==> src/rtl/recv_pc_to_ram32_pkg.sv <==
// Shared definitions for the PC-to-RAM loader: FSM encodings, bit timing, byte-lane order.
package recv_pc_to_ram32_pkg;

  localparam int unsigned ADDR_W = 16;
  localparam int unsigned DATA_W = 32;
  localparam int unsigned BYTE_W = 8;

  typedef enum logic [3:0] {
    S_WAIT,
    S_ARM,
    S_RECV0,
    S_RECV1,
    S_RECV2,
    S_RECV3,
    S_WRITE,
    S_NEXT_ADDR,
    S_END,
    S_ERR
  } state_t;

  typedef enum logic [1:0] {
    RX_IDLE,
    RX_START,
    RX_DATA,
    RX_STOP
  } rx_state_t;

  // UART bit period in clock cycles (integer division)
  function automatic int unsigned bit_cyc(input int unsigned clk_hz, input int unsigned baud);
    return clk_hz / baud;
  endfunction

  // Byte k of a word occupies bits [8k+7:8k]; shared with the RAM-to-PC sender
  function automatic logic [DATA_W-1:0] put_byte(input logic [DATA_W-1:0] word,
                                                 input logic [1:0]        lane,
                                                 input logic [BYTE_W-1:0] b);
    logic [DATA_W-1:0] w;
    w = word;
    w[{lane, 3'b000} +: BYTE_W] = b;
    return w;
  endfunction

endpackage

==> src/rtl/recv_pc_to_ram32_uart_rx.sv <==
// 8N1 UART receiver: 2-flop sync, mid-bit sampling, start-glitch rejection, stop-bit check.
module recv_pc_to_ram32_uart_rx
  import recv_pc_to_ram32_pkg::*;
#(
  parameter int unsigned CLK_HZ = 100_000_000,
  parameter int unsigned BAUD   = 115_200
) (
  input  logic              clk,
  input  logic              rst_n,
  input  logic              rs232_rx,
  output logic [BYTE_W-1:0] rx_data,
  output logic              rx_int,
  output logic              frame_err
);

  localparam int unsigned BIT_CYC  = bit_cyc(CLK_HZ, BAUD);
  localparam int unsigned HALF_CYC = BIT_CYC / 2;
  localparam int unsigned CNT_W    = $clog2(BIT_CYC + 1);

  logic              rx_s1, rx_s2, rx_s3;
  rx_state_t         rx_state, rx_state_nxt;
  logic [CNT_W-1:0]  cnt;
  logic [2:0]        bit_idx;
  logic [BYTE_W-1:0] shreg;
  logic              half_hit_c, bit_hit_c;

  assign half_hit_c = (cnt == CNT_W'(HALF_CYC - 1));
  assign bit_hit_c  = (cnt == CNT_W'(BIT_CYC - 1));

  // Line synchroniser plus one extra stage for falling-edge detection
  always_ff @(posedge clk or negedge rst_n) begin
    if (!rst_n) begin
      rx_s1 <= 1'b1;
      rx_s2 <= 1'b1;
      rx_s3 <= 1'b1;
    end else begin
      rx_s1 <= rs232_rx;
      rx_s2 <= rx_s1;
      rx_s3 <= rx_s2;
    end
  end

  // Receiver state register
  always_ff @(posedge clk or negedge rst_n) begin
    if (!rst_n) rx_state <= RX_IDLE;
    else        rx_state <= rx_state_nxt;
  end

  // Receiver next-state: a high line at start mid-bit is a glitch
  always_comb begin
    rx_state_nxt = rx_state;
    case (rx_state)
      RX_IDLE:  if (rx_s3 && !rx_s2) rx_state_nxt = RX_START;
      RX_START: if (half_hit_c) rx_state_nxt = rx_s2 ? RX_IDLE : RX_DATA;
      RX_DATA:  if (bit_hit_c && (bit_idx == 3'd7)) rx_state_nxt = RX_STOP;
      RX_STOP:  if (bit_hit_c) rx_state_nxt = RX_IDLE;
      default:  rx_state_nxt = RX_IDLE;
    endcase
  end

  // Bit counter, LSB-first shifter and registered byte/error strobes
  always_ff @(posedge clk or negedge rst_n) begin
    if (!rst_n) begin
      cnt       <= '0;
      bit_idx   <= '0;
      shreg     <= '0;
      rx_data   <= '0;
      rx_int    <= 1'b0;
      frame_err <= 1'b0;
    end else begin
      rx_int    <= 1'b0;
      frame_err <= 1'b0;
      case (rx_state)
        RX_IDLE: begin
          cnt     <= '0;
          bit_idx <= '0;
        end
        RX_START: cnt <= half_hit_c ? '0 : cnt + CNT_W'(1);
        RX_DATA: begin
          if (bit_hit_c) begin
            cnt     <= '0;
            shreg   <= {rx_s2, shreg[BYTE_W-1:1]};
            bit_idx <= bit_idx + 3'd1;
          end else begin
            cnt <= cnt + CNT_W'(1);
          end
        end
        RX_STOP: begin
          if (bit_hit_c) begin
            cnt <= '0;
            if (rx_s2) begin
              rx_int  <= 1'b1;
              rx_data <= shreg;
            end else begin
              frame_err <= 1'b1;
            end
          end else begin
            cnt <= cnt + CNT_W'(1);
          end
        end
        default: cnt <= '0;
      endcase
    end
  end

endmodule

==> src/rtl/recv_pc_to_ram32.sv <==
// UART-to-RAM loader: packs 4 received bytes per word and writes startAddr..endAddr.
module recv_pc_to_ram32
  import recv_pc_to_ram32_pkg::*;
#(
  parameter int unsigned CLK_HZ      = 100_000_000,
  parameter int unsigned BAUD        = 115_200,
  parameter int unsigned TIMEOUT_CYC = 10_000_000
) (
  input  logic              clk,
  input  logic              rst_n,
  input  logic              recvSig,
  input  logic [ADDR_W-1:0] startAddr,
  input  logic [ADDR_W-1:0] endAddr,
  input  logic              rs232_rx,
  output logic              write,
  output logic [ADDR_W-1:0] addr,
  output logic [DATA_W-1:0] wdata,
  output logic              busy,
  output logic              ok,
  output logic              err
);

  localparam int unsigned TO_W = $clog2(TIMEOUT_CYC + 1);

  state_t            state, state_nxt;
  logic [ADDR_W-1:0] end_addr;
  logic [TO_W-1:0]   to_cnt;
  logic              started;
  logic [BYTE_W-1:0] rx_data;
  logic              rx_int, frame_err;
  logic              in_recv_c, to_hit_c;
  logic [1:0]        lane_c;
  logic              write_nxt_c, ok_nxt_c, err_nxt_c, busy_nxt_c;

  recv_pc_to_ram32_uart_rx #(
    .CLK_HZ (CLK_HZ),
    .BAUD   (BAUD)
  ) u_uart_rx (
    .clk       (clk),
    .rst_n     (rst_n),
    .rs232_rx  (rs232_rx),
    .rx_data   (rx_data),
    .rx_int    (rx_int),
    .frame_err (frame_err)
  );

  // Which byte lane the current receive state fills
  always_comb begin
    in_recv_c = 1'b1;
    lane_c    = 2'd0;
    case (state)
      S_RECV0: lane_c = 2'd0;
      S_RECV1: lane_c = 2'd1;
      S_RECV2: lane_c = 2'd2;
      S_RECV3: lane_c = 2'd3;
      default: in_recv_c = 1'b0;
    endcase
  end

  // Idle gap limit, only armed once the first byte of the transfer has arrived
  assign to_hit_c = in_recv_c && started && !rx_int && (to_cnt == TO_W'(TIMEOUT_CYC - 1));

  // FSM state register
  always_ff @(posedge clk or negedge rst_n) begin
    if (!rst_n) state <= S_WAIT;
    else        state <= state_nxt;
  end

  // FSM next-state
  always_comb begin
    state_nxt = state;
    case (state)
      S_WAIT:      if (recvSig) state_nxt = S_ARM;
      S_ARM:       state_nxt = S_RECV0;
      S_RECV0:     if (frame_err || to_hit_c) state_nxt = S_ERR;
                   else if (rx_int) state_nxt = S_RECV1;
      S_RECV1:     if (frame_err || to_hit_c) state_nxt = S_ERR;
                   else if (rx_int) state_nxt = S_RECV2;
      S_RECV2:     if (frame_err || to_hit_c) state_nxt = S_ERR;
                   else if (rx_int) state_nxt = S_RECV3;
      S_RECV3:     if (frame_err || to_hit_c) state_nxt = S_ERR;
                   else if (rx_int) state_nxt = S_WRITE;
      S_WRITE:     state_nxt = S_NEXT_ADDR;
      S_NEXT_ADDR: state_nxt = (addr == end_addr) ? S_END : S_RECV0;
      S_END:       state_nxt = S_WAIT;
      S_ERR:       state_nxt = S_WAIT;
      default:     state_nxt = S_WAIT;
    endcase
  end

  // Output decode from the upcoming state so the strobes line up with it once registered
  always_comb begin
    write_nxt_c = 1'b0;
    ok_nxt_c    = 1'b0;
    err_nxt_c   = 1'b0;
    busy_nxt_c  = 1'b0;
    write_nxt_c = (state_nxt == S_WRITE);
    ok_nxt_c    = (state_nxt == S_END);
    err_nxt_c   = (state_nxt == S_ERR);
    busy_nxt_c  = (state_nxt != S_WAIT);
  end

  // Registered strobes, address/word datapath and timeout counter
  always_ff @(posedge clk or negedge rst_n) begin
    if (!rst_n) begin
      write    <= 1'b0;
      ok       <= 1'b0;
      err      <= 1'b0;
      busy     <= 1'b0;
      addr     <= '0;
      wdata    <= '0;
      end_addr <= '0;
      to_cnt   <= '0;
      started  <= 1'b0;
    end else begin
      write <= write_nxt_c;
      ok    <= ok_nxt_c;
      err   <= err_nxt_c;
      busy  <= busy_nxt_c;
      case (state)
        S_WAIT: begin
          if (recvSig) begin
            addr     <= startAddr;
            end_addr <= endAddr;
          end
        end
        S_ARM: begin
          wdata   <= '0;
          to_cnt  <= '0;
          started <= 1'b0;
        end
        S_NEXT_ADDR: if (addr != end_addr) addr <= addr + ADDR_W'(1);
        default: begin
          if (in_recv_c) begin
            if (rx_int) begin
              wdata   <= put_byte(wdata, lane_c, rx_data);
              started <= 1'b1;
              to_cnt  <= '0;
            end else if (started) begin
              to_cnt <= to_cnt + TO_W'(1);
            end
          end
        end
      endcase
    end
  end

endmodule

==> config.mk <==
export PLATFORM = sky130hd
export DESIGN_NAME = recv_pc_to_ram32
export DESIGN_NICKNAME = d
export VERILOG_FILES = /design/src/rtl/recv_pc_to_ram32_pkg.sv /design/src/rtl/recv_pc_to_ram32_uart_rx.sv /design/src/rtl/recv_pc_to_ram32.sv
export SDC_FILE = /design/constraint.sdc
export NUM_CORES = 1
export LEC_CHECK = 0
export ABC_AREA = 0
export BUFFER_PORTS_ARGS = -buffer_cell sky130_fd_sc_hd__buf_2
export CORE_AREA = 2 2 109 111
export DETAILED_ROUTE_END_ITERATION = 7
export DIE_AREA = 0 0 111 113
export GPL_TIMING_DRIVEN = 0
export PLACE_DENSITY = 0.79
export SLEW_MARGIN = 10
export SYNTH_ARGS = -nofsm -noshare
export SYNTH_HDL_FRONTEND = slang
export SYNTH_SLANG_ARGS = --single-unit
==> constraint.sdc <==
create_clock -name clk -period 2.8 [get_ports clk]
set_clock_uncertainty 0.2 [all_clocks]
set_input_delay 0.42 -clock clk [delete_from_list [all_inputs] [get_ports clk]]
set_output_delay 0.42 -clock clk [all_outputs]
set_load 0.01 [all_outputs]
==> metrics.cfg, run 1 <==
[clock_tree]
numCtsBuffers = 17
clk_path_buf_depth = 2
cts_sinks = 133
clockRootBuffer = clkbuf_16
path_clk_slew_ns = 0.06
cts_tree = yes
clock_latency_ns = 0.42
htree_levels = 4

[synthesis]
ys_ff_latch = 133
synthesis.area_um2 = 6420
async_flop_share_pct = 100
yosysSeqAreaShare_pct = 51.9
synth_edf_count = 0
synthDistinctLibCells = 55
yosys_warnings = 0
syn_nets = 671
ys.flop_type = dfrtp_1
syn_inst = 624
syn_avg_cell_area_um2 = 10.3

[critical_path]
slowest_stage = dfrtp_1
critical_path_buf_inv_count = 2
criticalPathCategory = reg2reg
critical-path-top-delay-family = simple AND/OR/NAND/NOR gates
cp_max_fo = 10
crit_chain = clkbuf_1 -> clkbuf_2 -> nor2_2 -> nand2_1 -> ha_1 -> nor2b_1 -> and3_2 -> a22o_1
crit_start = state[3]$_DFF_PN0_
worst_ep_required_time_ns = 2.90
end_kind = flip-flop
cp-start-kind = flip-flop
crit_path_max_incr_delay_ns = 0.41
arrival_ns = 2.74
timing.rr.start = state[3]$_DFF_PN0_

[sta]
finalCriticalPeriod_ns = 2.64
worst_slew_pin_slew_ns = 0.709
rsz0062_at_grt = no
min_period_over_period_pct = 94.2
timing.fmax_mhz = 379
final-hold-violation-count = 0
maxSlewHeadroom_pct = 52.3
fin_hold_ws_ns = 0.0111
slew_violations = 0
setup_tns_ns = 0
setup_viol = 0

[detailed_routing]
routed_wl_um = 15700
drtIter0Drc = 402
route.detailed.drc = 0
vias = 5407
drtPass1Iterations = 7
drt.antenna.violating_nets = 0
via_per_inst = 6.09
wl_per_cell_um = 17.7

[die]
core_area_um2 = 11300
rows = 39
die_h_um = 113
die_x_um = 111
dieArea_um2 = 12500
start_util_pct = 56.9
boundaryPins = 88

[place]
dp_hpwl_um = 10500
gp_congestion = 0.860
io_buffers = 87
post_dp_cell_area_um2 = 7060

[grt]
grt.overflow.total = 0
grt_pass1_wl_um = 25900
track_usage_pct = 25.9
antenna_found_initial = 0
grt_pass1_vias = 5285
grt_max_degree = 78

[cells_and_area]
area_growth_pct = 20.7
fin_area_um2 = 7740
n_antenna_cell = 0
final_nets = 781
drive_gt1_share_pct = 21.9

[min_path]
holdCritStartpoint = endAddr[8]
hp-class = in2reg

[power_and_ir_drop]
leakage_nw = 3.82
p_seq_share_pct = 44.6
power.total_w = 0.00451
internal-power_w = 0.00347
p_comb_share_pct = 4.9
power.net_switching_w = 0.00104
switching_share_pct = 23.1
power.share.clock_pct = 50.5
peakVddDrop_uv = 534
power_density_nw_per_um2 = 583

[job]
max_cap_violations = 0

[status]
status = finished clean

==> stage by stage <==
step                cells  utilization [%]  setup slack (ns)
floorplan             624                -             0.431
global placement      854             62.4            -0.635
detailed placement    855             62.7           -0.0428
CTS                   892             68.7            0.0417
global route          888             68.7            0.0328
finish                888             68.7             0.163
==> worst reg2reg max path, delay by kind of cell (launching register included) <==
kind | cells | cell delay, ns
and+or+nand+nor | 4 | 0.79
buffers and inverters | 2 | 0.50
DFF | 1 | 0.41
adders and majority gates | 1 | 0.36
AOI/OAI and AO/OA | 1 | 0.27
==> flip-flops by register name, indices dropped and copies added, names as in the netlist, named ones only <==
name                 flops
started                  1
end_addr                16
u_uart_rx.rx_s1          1
u_uart_rx.rx_int         1
busy                     1
state                    4
u_uart_rx.bit_idx        3
to_cnt                  24
write                    1
u_uart_rx.rx_s2          1
ok                       1
u_uart_rx.shreg          8
wdata                   32
u_uart_rx.rx_s3          1
u_uart_rx.cnt           10
err                      1
u_uart_rx.rx_data        8
u_uart_rx.frame_err      1
addr                    16
u_uart_rx.rx_state       1
==> synth_stat cells (2+ instances only) <==
master,n,share of area (%)
a32o_1,4,0.62
mux2i_1,2,0.31
o32a_1,2,0.31
o21ai_1,5,0.39
a21oi_1,29,2.3
nor4_1,13,1.3
ha_1,11,2.1
nor3_1,10,0.78
o21ai_0,17,1.3
clkbuf_1,27,1.6
a22o_1,35,4.8
or3_1,6,0.59
and4b_1,2,0.31
o211a_1,3,0.47
nand2b_1,9,0.88
nand2_1,76,4.4
or2_2,5,0.49
or4_1,12,1.4
dfstp_2,3,1.2
nor4bb_1,2,0.31
o22ai_1,2,0.19
o32ai_1,2,0.27
o221a_2,5,0.88
and2_1,5,0.49
inv_1,13,0.76
o31ai_1,13,1.5
nand4_1,9,0.88
xnor2_1,11,1.5
xor2_1,21,2.9
nand3b_1,3,0.35
a31oi_1,3,0.29
and4_1,5,0.68
nor4b_1,3,0.41
a211o_1,2,0.27
nand3_1,19,1.5
nor3b_1,2,0.23
a311oi_1,2,0.27
dfrtp_1,130,51
nor2b_1,5,0.49
and3_1,12,1.2
nor2_1,51,3.0
buf_6,4,0.70
mux2_2,17,3.0
==> kinds of logic (layout without fill, tap and decap cells) <==
kind of cell             count (synthesis)  count (layout)  synth area share, %
flip-flops                             133             133                 51.9
AND/OR/NAND/NOR                        251             251                 19.9
buffers and inverters                   45             166                 3.10
XOR/XNOR                                33              33                 4.62
AO/OA/AOI/OAI                          132             132                 15.0
adder cells (fa/ha/maj)                 11              11                 2.15
multiplexers                            19              19                 3.30
==> layout by cell type, fill, tap and decap left out, types with 3 or more instances in the layout <==
| master | Yosys | final |
|---|---|---|
| dfstp_2 | 3 | 3 |
| nor4_1 | 13 | 13 |
| xor2_1 | 21 | 21 |
| ha_1 | 11 | 11 |
| o221a_2 | 5 | 5 |
| buf_6 | 4 | 5 |
| a21oi_1 | 29 | 29 |
| o211a_1 | 3 | 3 |
| a22o_1 | 35 | 35 |
| nor2b_1 | 5 | 5 |
| nand3_1 | 19 | 19 |
| nor3_1 | 10 | 10 |
| dlygate4sd3_1 | 0 | 8 |
| and3_1 | 12 | 10 |
| and4_1 | 5 | 5 |
| clkinv_4 | 0 | 4 |
| nand2b_1 | 9 | 9 |
| dfrtp_1 | 130 | 130 |
| clkbuf_16 | 0 | 17 |
| nand2_1 | 76 | 76 |
| buf_2 | 0 | 86 |
| mux2_2 | 17 | 17 |
| o31ai_1 | 13 | 13 |
| inv_1 | 13 | 13 |
| a31oi_1 | 3 | 3 |
| bufinv_16 | 0 | 3 |
| a32o_1 | 4 | 4 |
| or4_1 | 12 | 12 |
| or2_2 | 5 | 5 |
| or3_1 | 6 | 6 |
| clkbuf_1 | 27 | 20 |
| and2_1 | 5 | 5 |
| nor2_1 | 51 | 50 |
| xnor2_1 | 11 | 11 |
| nor4b_1 | 3 | 3 |
| nand4_1 | 9 | 9 |
| nand3b_1 | 3 | 3 |
| o21ai_1 | 5 | 3 |
| o21ai_0 | 17 | 17 |
==> layout make-up <==
class / count / area (um^2)
clock buffer: 19 / 443
sequential: 133 / 3330
inverter: 13 / 48.8
timing repair buffer: 97 / 557
buffer: 26 / 130
clock inverter: 11 / 154
fill: 860 / 3530
multi-input combinational: 446 / 2900
tap: 143 / 179
==> power by group through the flow <==
stage / logic, W / clock network [W] / registers [W]
after global routing: 0.000260 / 0.00238 / 0.00201
after floorplan: 0.000114 / 0 / 0.00203
final: 0.000222 / 0.00228 / 0.00201
after global placement: 0.000197 / 0 / 0.00204
after CTS: 0.000228 / 0.00230 / 0.00201
after detailed placement: 0.000213 / 0 / 0.00204
==> final timing paths <==
check / to / slack (ns) / depth (start not counted)
max: wdata[11]$_DFFE_PN0P_ / 0.16 / 8
min reg2reg: u_uart_rx.rx_s2$_DFF_PN1_ / 0.16 / 0
max reg2reg: wdata[11]$_DFFE_PN0P_ / 0.16 / 8
min: end_addr[8]$_DFFE_PN0P_ / 0.01 / 3
min in group asynchronous: to_cnt[17]$_DFFE_PN0P_ / 0.33 / 2
max in group asynchronous: u_uart_rx.rx_s3$_DFF_PN1_ / 1.29 / 3
==> repair_timing <==
| item | CTS | global route |
|---|---|---|
| hold endpoints to repair | 63 | 0 |
| gates resized for setup | 1 | 7 |
| setup buffers | 0 | 1 |
| endpoints found under the setup margin | 31 | 41 |
| pin swaps | 0 | 1 |
| hold buffers | 8 | 0 |
==> layer usage <==
layer	part of all wire [%]	global-route usage (%)
met5	0	0
met3	5.7	6.70
met2	49	41.8
met4	2.5	10.8
met1	43	33.6
No activity file was read; power rests on OpenSTA's default activity.
==> inputs of run 2 (changes only) <==
--- a/config.mk
+++ b/config.mk
@@ -5,12 +5,13 @@
 export SDC_FILE = /design/constraint.sdc
 export NUM_CORES = 1
 export LEC_CHECK = 0
-export ABC_AREA = 0
+export ABC_AREA = 1
 export BUFFER_PORTS_ARGS = -buffer_cell sky130_fd_sc_hd__buf_2
-export CORE_AREA = 2 2 109 111
+export CORE_AREA = 2 2 112 114
 export DETAILED_ROUTE_END_ITERATION = 7
-export DIE_AREA = 0 0 111 113
+export DIE_AREA = 0 0 114 116
 export GPL_TIMING_DRIVEN = 0
+export HOLD_SLACK_MARGIN = 0.03
 export PLACE_DENSITY = 0.79
 export SLEW_MARGIN = 10
 export SYNTH_ARGS = -nofsm -noshare
==> metrics.cfg, run 2 <==
[status]
status = finished clean

[cells_and_area]
reg.largest.list = wdata: 32 flops, to_cnt: 24 flops
final_nets = 1068  ; +37%
layout_commonest_cell = nand2_1
fin_area_um2 = 8200  ; +5.9%
final_cell_mix = 313 x nand2_1, 130 x dfrtp_1, 110 x nor2_1
largest_register = wdata
area_growth_pct = 19.0
n_antenna_cell = 0  ; unchanged
instances_no_fill = 1181  ; +33%
fill_cells = 1022  ; +19%
fin_util_pct = 68.8  ; +0.16 points
drive_gt1_share_pct = 14.8  ; -7.1 points
largest_register_ffs = 32  ; unchanged

[critical_path]
cp-start-kind = flip-flop
worst_ep_required_time_ns = 2.95  ; +0.05 ns
end_kind = flip-flop
criticalPathCategory = reg2reg
cp_max_fo = 10  ; unchanged
arrival_ns = 2.70  ; -0.04 ns

[sta]
setup_ws_ns = 0.251  ; +0.0885 ns
min_period_over_period_pct = 91.0  ; -3.2 points
rsz0062_at_grt = no
final-hold-violation-count = 0  ; unchanged
worst_slew_pin_slew_ns = 0.630  ; -0.0789 ns
maxSlewHeadroom_pct = 57.7  ; +5.4 points
finalCriticalPeriod_ns = 2.55  ; -0.0885 ns
timing.fmax_mhz = 392  ; +3.5%
setup_viol = 0  ; unchanged
slew_violations = 0  ; unchanged

[power_and_ir_drop]
leakage_nw = 4.48  ; +17%
power_density_nw_per_um2 = 563  ; -3.3%
peakVddDrop_uv = 388  ; -27%

[synthesis]
ys.flop_type = dfrtp_1
synth-compound-area-share_pct = 8.97  ; -6.0 points
ys_ff_latch = 133  ; unchanged
synth_mux_area_share_pct = 0  ; -3.3 points
yosys_warnings = 0  ; unchanged
synthDistinctLibCells = 37  ; -33%
yosysTopAreaCell = dfrtp_1
syn_inst = 912  ; +46%
async_flop_share_pct = 100  ; unchanged
synth_commonest_cells = 314 x nand2_1, 130 x dfrtp_1, 110 x nor2_1
synth_fa_ha_area_share_pct = 2.00  ; -0.15 points
synth_most_common_cell = nand2_1
syn_avg_cell_area_um2 = 7.56  ; -27%
synth-xor-area-share_pct = 1.27  ; -3.4 points
yosysTopAreaCellShare_pct = 47.2  ; -3.5 points
yosysSeqAreaShare_pct = 48.4  ; -3.6 points
synth_top_family_by_area = simple AND/OR/NAND/NOR gates
synthSimpleGateAreaFrac_pct = 32.6  ; +13 points
synthesis.area_um2 = 6890  ; +7.4%
syn_nets = 959  ; +43%
synth_edf_count = 0  ; unchanged
synth.area.top_cells = dfrtp_1 47%, nand2_1 17%, nor2_1 6.0%

[grt]
track_usage_pct = 25.9  ; about the same
grt.overflow.total = 0  ; unchanged
antenna_found_initial = 0  ; unchanged
grt_max_degree = 87  ; +12%
grt_pass1_wl_um = 27300  ; +5.5%
grt_pass1_vias = 5955  ; +13%

[die]
boundaryPins = 88  ; unchanged
dieArea_um2 = 13200  ; +5.4%
die_h_um = 116  ; +2.7%
core_area_um2 = 11900  ; +5.7%
start_util_pct = 57.8  ; +0.93 points
rows = 40  ; +2.6%
die_x_um = 114  ; +2.7%

[clock_tree]
postCtsSetupBuffers = 0  ; unchanged
clockRootBuffer = clkbuf_16
cts_tree = yes
clock_latency_ns = 0.42  ; about the same
htree_levels = 4  ; unchanged
path_clk_slew_ns = 0.06  ; about the same
clk_path_buf_depth = 2  ; unchanged
numCtsBuffers = 17  ; unchanged
cts_sinks = 133  ; unchanged

[place]
io_buffers = 87  ; unchanged
dp_cells = 1147  ; +34%
post_dp_cell_area_um2 = 7540  ; +6.8%
dp_hpwl_um = 11200  ; +6.9%
detailedPlace.worstSlack_ns = 0.222  ; +0.265 ns
gp_congestion = 0.913  ; +6.1%

[detailed_routing]
wl_met2_um = 7610  ; -1.7%
highest_layer = met4
vias = 6183  ; +14%
routed_wl_um = 15800  ; +0.50%
wl_per_cell_um = 13.4  ; -24%
drt.antenna.violating_nets = 0  ; unchanged
wl_met1_um = 7200  ; +7.2%
drtPass1Iterations = 5  ; -2
route.detailed.drc = 0  ; unchanged
drtIter0Drc = 483  ; +20%
via_per_inst = 5.24  ; -14%
wl_met3_um = 891  ; -1.4%

[job]
max_cap_violations = 0  ; unchanged

[min_path]
hp-class = in2reg

-- run 2: changes by cell type in the layout (fill, tap and decap cells not counted), sizes merged, moves of 33 or more --
cell,before,now
a22o,35,2
nand3,19,53
inv,14,97
nand2,76,319
o21ai,22,64
nor2,52,118
-- run 2: timing repair --
item | in CTS | in global routing
hold buffers | 2 | 0
endpoints found under the hold margin | 48 | 0
resized for setup | 0 | 1
endpoints found under the setup margin | 0 | 14
-- run 2: kinds of logic after synthesis --
kind of cell | after synthesis
and+or+nand+nor | 527
DFF | 133
buffers and inverters | 117
AOI/OAI and AO/OA | 114
adders and majority gates | 11
xor gates and xnor gates | 10
-- run 2: layout make-up --
type / instances / area (um^2) / share of cell area [%]
multi-input cells: 662 / 3090 / 37.7
plain buffers: 17 / 96.3 / 1.18
inverters: 100 / 375 / 4.58
clock inverters: 13 / 180 / 2.20
well taps: 147 / 184 / 2.24
repair buffers: 90 / 489 / 5.97
clock buffers: 19 / 453 / 5.52
flip-flops and latches: 133 / 3330 / 40.6
-- run 2: final timing paths --
path,start,endpoint,slack [ns],cells after the start
min in group asynchronous,rst_n,end_addr[8]$_DFFE_PN0P_,0.30,2
min reg2reg,u_uart_rx.rx_s1$_DFF_PN1_,u_uart_rx.rx_s2$_DFF_PN1_,0.15,0
max in group asynchronous,rst_n,u_uart_rx.rx_s1$_DFF_PN1_,1.31,3
max reg2reg,state[2]$_DFF_PN0_,wdata[4]$_DFFE_PN0P_,0.25,11
max,state[2]$_DFF_PN0_,wdata[4]$_DFFE_PN0P_,0.25,11
min,endAddr[3],end_addr[3]$_DFFE_PN0P_,0.05,3
-- run 2: metrics by stage --
step | power (W) | TNS (ns) | hold WS (ns)
after floorplan | 0.00218 | 0 | -0.0756
after global placement | 0.00228 | -87.11 | 0.147
after detailed placement | 0.00229 | 0 | 0.147
after CTS | 0.00465 | 0 | 0.0380
after global routing | 0.00479 | 0 | 0.0644
final | 0.00462 | 0 | 0.0458
-- run 2: worst max-delay path, cell delays in order (launching register included) --
cell      delay [ns]
dfrtp_1         0.41
inv_1           0.09
nor2_4          0.14
nand3_1         0.15
nand2_2         0.21
inv_1           0.13
ha_1            0.30
clkinv_1        0.17
nand3_1         0.15
nor3_4          0.34
nand2_1         0.12
nand2_1         0.08
-- run 2: where the power goes --
group	leakage, nW	internal, W	switching [W]
clock	0.316	0.00153	0.000826
sequential	1.67	0.00196	0.0000324
combinational	2.50	0.0000894	0.000178
-- run 2: routing by layer --
| layer | GRT usage (%) | vias up |
|---|---|---|
| met4 | 7.97 | 0 |
| li1 | - | 3132 |
| met3 | 6.22 | 13 |
| met1 | 33.9 | 2860 |
| met5 | 0 | - |
| met2 | 43.1 | 178 |
